--- config.mk ---
export PLATFORM = sky130hd
export DESIGN_NAME = hps_button_debounce
export DESIGN_NICKNAME = d
export VERILOG_FILES = /design/src/rtl/hps_button_debounce.sv
export SDC_FILE = /design/constraint.sdc
export NUM_CORES = 1
export LEC_CHECK = 0
export CAP_MARGIN = 0
export CORE_MARGIN = 10
export CORE_UTILIZATION = 59
export CTS_CLUSTER_DIAMETER = 80
export CTS_CLUSTER_SIZE = 10
export DETAILED_ROUTE_END_ITERATION = 8
export GPL_ROUTABILITY_DRIVEN = 0
export PLACE_DENSITY = 0.82
export SLEW_MARGIN = 20
export SYNTH_ARGS = -nofsm -noshare
export SYNTH_HDL_FRONTEND = slang
export SYNTH_SLANG_ARGS = --single-unit
export TNS_END_PERCENT = 1
--- constraint.sdc ---
create_clock -name clk -period 2.4 [get_ports clk]
set_input_delay 0.36 -clock clk [delete_from_list [all_inputs] [get_ports clk]]
set_output_delay 0.36 -clock clk [all_outputs]
set_load 0.01 [all_outputs]
--- src/rtl/hps_button_debounce.sv ---
// Per-channel 2-flop synchronizer + persistence counter; out_port updates DEBOUNCE_CYCLES+1 edges after a held change.
// Free-running, no backpressure; fall/rise strobes are registered and last one cycle.
module hps_button_debounce #(
    parameter int               WIDTH           = 2,
    parameter int               DEBOUNCE_CYCLES = 1000000,
    parameter logic [WIDTH-1:0] IDLE_LEVEL      = {WIDTH{1'b1}}
) (
    input  logic             clk,
    input  logic             reset_n,
    input  logic [WIDTH-1:0] button_in,
    output logic [WIDTH-1:0] out_port,
    output logic [WIDTH-1:0] fall_pulse,
    output logic [WIDTH-1:0] rise_pulse
);

    localparam int              CW   = $clog2(DEBOUNCE_CYCLES + 1);
    localparam logic [CW-1:0]   LAST = CW'(DEBOUNCE_CYCLES - 1);

    logic [WIDTH-1:0] sync1;
    logic [WIDTH-1:0] sync2;
    logic [WIDTH-1:0] stable;
    logic [WIDTH-1:0] stable_next;
    logic [WIDTH-1:0] fall_next;
    logic [WIDTH-1:0] rise_next;
    logic [CW-1:0]    cnt      [WIDTH];
    logic [CW-1:0]    cnt_next [WIDTH];

    // A channel is COUNTING whenever sync2 differs from stable; any agreement restarts the count.
    always_comb begin
        stable_next = stable;
        fall_next   = '0;
        rise_next   = '0;
        for (int i = 0; i < WIDTH; i++) begin
            cnt_next[i] = '0;
            if (sync2[i] != stable[i]) begin
                if (cnt[i] == LAST) begin
                    stable_next[i] = sync2[i];
                    fall_next[i]   = ~sync2[i];
                    rise_next[i]   = sync2[i];
                end else begin
                    cnt_next[i] = cnt[i] + CW'(1);
                end
            end
        end
    end

    always_ff @(posedge clk) begin
        if (!reset_n) begin
            sync1      <= IDLE_LEVEL;
            sync2      <= IDLE_LEVEL;
            stable     <= IDLE_LEVEL;
            fall_pulse <= '0;
            rise_pulse <= '0;
            for (int i = 0; i < WIDTH; i++) begin
                cnt[i] <= '0;
            end
        end else begin
            sync1      <= button_in;
            sync2      <= sync1;
            stable     <= stable_next;
            fall_pulse <= fall_next;
            rise_pulse <= rise_next;
            for (int i = 0; i < WIDTH; i++) begin
                cnt[i] <= cnt_next[i];
            end
        end
    end

    assign out_port = stable;

endmodule

==> Implementation_results.wiki <==
{| class="wikitable"
! Metric !! Value
|-
| Status || completed
|-
| Path category of the worst min-delay check || flop to flop
|-
| Share of synthesized area spent on multiplexers || 0%
|-
| XOR/XNOR share of the synthesized area || 9.83%
|-
| Post-synthesis sequential area ratio || a little under half
|-
| Largest net degree at the start of global routing || 20
|-
| Post-route DRC || 0
|-
| Vias per std cell || 5.57
|-
| Setup repair after global routing missed its margin || false
|-
| Yosys warning total || 0
|-
| Residual overflow from global routing || 0
|-
| IR Drop Worst-Case VDD || roughly 0.00042 V
|-
| Reported leakage power || 0.658 nW
|-
| Worst skew pair latency || around 0.36 ns
|-
| Synth Area in Simple Gates || 30.0%
|-
| Synthesized flop and latch total || 50
|-
| Die outline height || 80.2 um
|-
| Maximum fanout encountered on the critical timing path || 7
|-
| Required time of the worst setup path || 2.70 ns
|-
| Number of nets with antenna violations after detailed routing || 0
|-
| Vias in the first global route || 1511
|-
| Vias after detailed routing || approximately 1700
|-
| Shortest period the worst path allows || 2.05 ns
|-
| Synthesized cell area || between 0.002 and 0.0025 mm2
|-
| Syn nets || 248
|-
| Final net count || 258
|-
| R2r endpoint || cnt[0][18]
|-
| CTS sink cnt || 50
|-
| R2R depth || 5
|-
| Final period utilization || 85.3%
|-
| Global router's overall resource usage || between 10% and 20%
|-
| Non-filler instance count after layout || around 300
|-
| Dominant register cell in the synthesized netlist || sky130_fd_sc_hd__dfxtp_1
|-
| Worst-case register-to-register setup slack || 0.35 ns
|-
| Initial cell density of the core || a little over three fifths
|-
| Final Slew Violations || 0
|-
| Max clock buf depth || 2
|-
| Startpoint of the worst-slack reg-to-reg timing path || cnt[0][0]
|-
| Data arrival time of the critical path || 2.35 ns
|-
| Nature of the critical path startpoint || flop
|-
| Hold Path Stages || 1
|-
| Filler instances || 289
|-
| Share of post-route cells with drive strength above 1 || 7.14%
|-
| Post-CTS clock slew at the launch and capture registers of the worst setup and hold paths || roughly 0.13 ns
|-
| Count of final hold-check violations || 0
|-
| Hold buffers post-CTS || 0
|-
| Dominant delay contributor by cell family on the critical path || simple AND/OR/NAND/NOR gates
|-
| Total detailed-routing wirelength || roughly 3700 um
|-
| Number of clock buffers inserted by TritonCTS || 5
|-
| Main combinational cell family by area after synthesis || simple AND/OR/NAND/NOR gates
|-
| DP Cell Count || just under 300
|-
| P per Cell Area || 522 mW/mm2
|-
| Post-Route Setup TNS || 0 ns
|-
| WL per Instance || 12.3 um
|-
| Achievable Freq || between 400 and 500 MHz
|-
| Max Cap Viol || 0
|-
| Critical Path Start || cnt[0][0]
|-
| Hold endpoint || sync2[1]
|-
| Hold path startpoint || sync1[1]
|-
| Number of buffers added for setup after CTS || 0
|-
| Post-cts sizing count || 0
|-
| Area of the die || 0.00643 mm2
|-
| Post-route setup slack || approximately 0.35 ns
|-
| Mapped Avg Cell Area || 8.84 um2
|-
| Max stage delay on crit path || 0.67 ns
|-
| FFs w/ async S/R, synth || 0%
|-
| Worst Setup Path Type || flop to flop
|-
| TritonCTS clock tree || yes
|-
| Max-Slew Margin vs Limit || 53.9%
|-
| Iteration count of the initial detailed-routing pass || 4
|-
| First-pass GRT wire length || about 6500 um
|-
| Minimum setup slack after placement || 0.391 ns
|-
| Number of standard cells after synthesis || 242
|-
| Count of antenna diodes in the layout || 0
|-
| Root cell of the clock tree || sky130_fd_sc_hd__clkbuf_4
|-
| Core outline area || 0.00342 mm2
|-
| Number of synthesized flops with an enable pin || 0
|-
| Library cell contributing the largest single delay on the critical path || sky130_fd_sc_hd__or4_1
|-
| Number of I/O port buffers || 9
|-
| Cells along the critical path || ha_1 -> nand3_2 -> or4_1 -> or4_1 -> a21oi_1
|-
| Actual slew at the worst max-slew pin || slightly below 0.7 ns
|-
| Most numerous cell on the critical path || sky130_fd_sc_hd__or4_1
|-
| Antenna violations before repair || 0
|-
| Hold Worst Slack || 0.424 ns
|-
| Compound-Gate Fraction of Synth Area || a little under a tenth
|-
| Critical path capture point type || flop
|-
| FP Rows || 21
|-
| Buffer and inverter count on the worst path || 0
|-
| Post-detailed-placement half-perimeter wirelength || roughly 2600 um
|-
| Final setup viols || 0
|-
| Worst-case clock skew || between 0.005 and 0.006 ns
|-
| Distinct cell type count of the synthesized netlist || 39
|-
| Area growth from synthesis to final layout || 8.08%
|-
| Die X || 80.2 um
|-
| # H-tree levels || 2
|-
| Adder and majority cell fraction of the synthesized area || 1.17%
|-
| Drt initial violations || 101
|-
| IO Count || 10
|}
## synth_stat cells, types with 2 or more instances
library cell,instances,area (um2)
sky130_fd_sc_hd__xnor2_1,18,158
sky130_fd_sc_hd__xor2_1,6,52.6
sky130_fd_sc_hd__nand4_1,2,12.5
sky130_fd_sc_hd__nand3_1,13,65.1
sky130_fd_sc_hd__clkbuf_1,3,11.3
sky130_fd_sc_hd__dfxtp_1,50,1000
sky130_fd_sc_hd__nor4b_1,3,26.3
sky130_fd_sc_hd__or4_4,2,22.5
sky130_fd_sc_hd__o21ai_0,9,45.0
sky130_fd_sc_hd__nor4_1,7,43.8
sky130_fd_sc_hd__nand4b_1,2,17.5
sky130_fd_sc_hd__nor2_1,32,120
sky130_fd_sc_hd__and4_1,2,17.5
sky130_fd_sc_hd__nand2_1,18,67.6
sky130_fd_sc_hd__nor3_1,9,45.0
sky130_fd_sc_hd__ha_1,2,25.0
sky130_fd_sc_hd__o31ai_1,4,30.0
sky130_fd_sc_hd__or4_1,6,45.0
sky130_fd_sc_hd__inv_1,10,37.5
sky130_fd_sc_hd__and3_1,3,18.8
sky130_fd_sc_hd__or3_1,6,37.5
sky130_fd_sc_hd__nand2b_1,4,25.0
sky130_fd_sc_hd__nand3_2,2,20.0
sky130_fd_sc_hd__a21oi_1,13,65.1
sky130_fd_sc_hd__buf_2,2,10.0
## how the worst max path moves through the flow
stage / end / slack [ns] / depth (start not counted)
2_1_floorplan: cnt[0][18] / 0.49 / 6
3_3_place_gp: cnt[0][18] / 0.45 / 5
3_5_place_dp: cnt[0][18] / 0.39 / 5
4_1_cts: cnt[0][18] / 0.35 / 5
5_1_grt: cnt[0][18] / 0.21 / 5
6_report: cnt[0][18] / 0.35 / 5
## through the flow
stage | area [um2] | utilization [%] | power, mW
2_1_floorplan | 2140 | - | 0.866
3_3_place_gp | 2260 | 66.3 | 0.875
3_5_place_dp | 2260 | 66.3 | 0.875
4_1_cts | 2310 | 67.7 | 1.23
5_1_grt | 2310 | 67.7 | 1.25
6_report | 2310 | 67.7 | 1.21
## kinds of logic (layout without fill, tap and decap cells)
group                    count (synthesis)  after routing
flip-flops                              50             50
AND/OR/NAND/NOR                        117            117
adder cells (fa/ha/maj)                  2              2
XOR/XNOR                                24             24
AO/OA/AOI/OAI                           32             32
buffers and inverters                   17             27
## worst reg2reg max path, stage by stage, from the launching register on
cell,delay (ns)
sky130_fd_sc_hd__dfxtp_1,0.39
sky130_fd_sc_hd__ha_1,0.21
sky130_fd_sc_hd__nand3_2,0.14
sky130_fd_sc_hd__or4_1,0.67
sky130_fd_sc_hd__or4_1,0.45
sky130_fd_sc_hd__a21oi_1,0.15
## state kept, by name, indices dropped and copies added (netlist names)
register and flops:
cnt 40, fall_pulse 2, out_port 2, rise_pulse 2, sync1 2, sync2 2
## metal layers
layer | global-route usage [%] | up-vias | share of wire (%)
li1 | - | 868 | -
met1 | 16.1 | 762 | 50
met4 | 5.81 | 0 | 1.3
met3 | 3.34 | 5 | 5.7
met5 | 0 | - | 0
met2 | 18.5 | 26 | 43
## report_power, final
part	total (mW)	switching (mW)	internal (mW)
clock	0.350	0.244	0.106
combinational	0.0199	0.0109	0.00899
sequential	0.837	0.00281	0.834
total	1.21	0.258	0.949
## cell type report
| class | instances | area (um2) | share of cell area (%) |
|---|---|---|---|
| flip-flops and latches | 50 | 1000 | 43.3 |
| multi-input cells | 175 | 1070 | 46.3 |
| clock buffers | 5 | 37.5 | 1.62 |
| repair buffers | 10 | 97.6 | 4.22 |
| inverters | 10 | 37.5 | 1.62 |
| well taps | 46 | 57.6 | 2.49 |
| clock inverters | 2 | 10.0 | 0.433 |
## layout by cell type (no fill, tap or decap), types with 4 or more instances in the layout
cell | netlist | layout
sky130_fd_sc_hd__nor4_1 | 7 | 7
sky130_fd_sc_hd__clkdlybuf4s50_1 | 0 | 9
sky130_fd_sc_hd__nor3_1 | 9 | 9
sky130_fd_sc_hd__nor2_1 | 32 | 32
sky130_fd_sc_hd__o31ai_1 | 4 | 4
sky130_fd_sc_hd__clkbuf_4 | 0 | 5
sky130_fd_sc_hd__or4_1 | 6 | 6
sky130_fd_sc_hd__xor2_1 | 6 | 6
sky130_fd_sc_hd__o21ai_0 | 9 | 9
sky130_fd_sc_hd__nand2b_1 | 4 | 4
sky130_fd_sc_hd__dfxtp_1 | 50 | 50
sky130_fd_sc_hd__a21oi_1 | 13 | 13
sky130_fd_sc_hd__nand3_1 | 13 | 13
sky130_fd_sc_hd__inv_1 | 10 | 10
sky130_fd_sc_hd__xnor2_1 | 18 | 18
sky130_fd_sc_hd__nand2_1 | 18 | 18
sky130_fd_sc_hd__or3_1 | 6 | 6
Power figures use the tool's default switching activity.
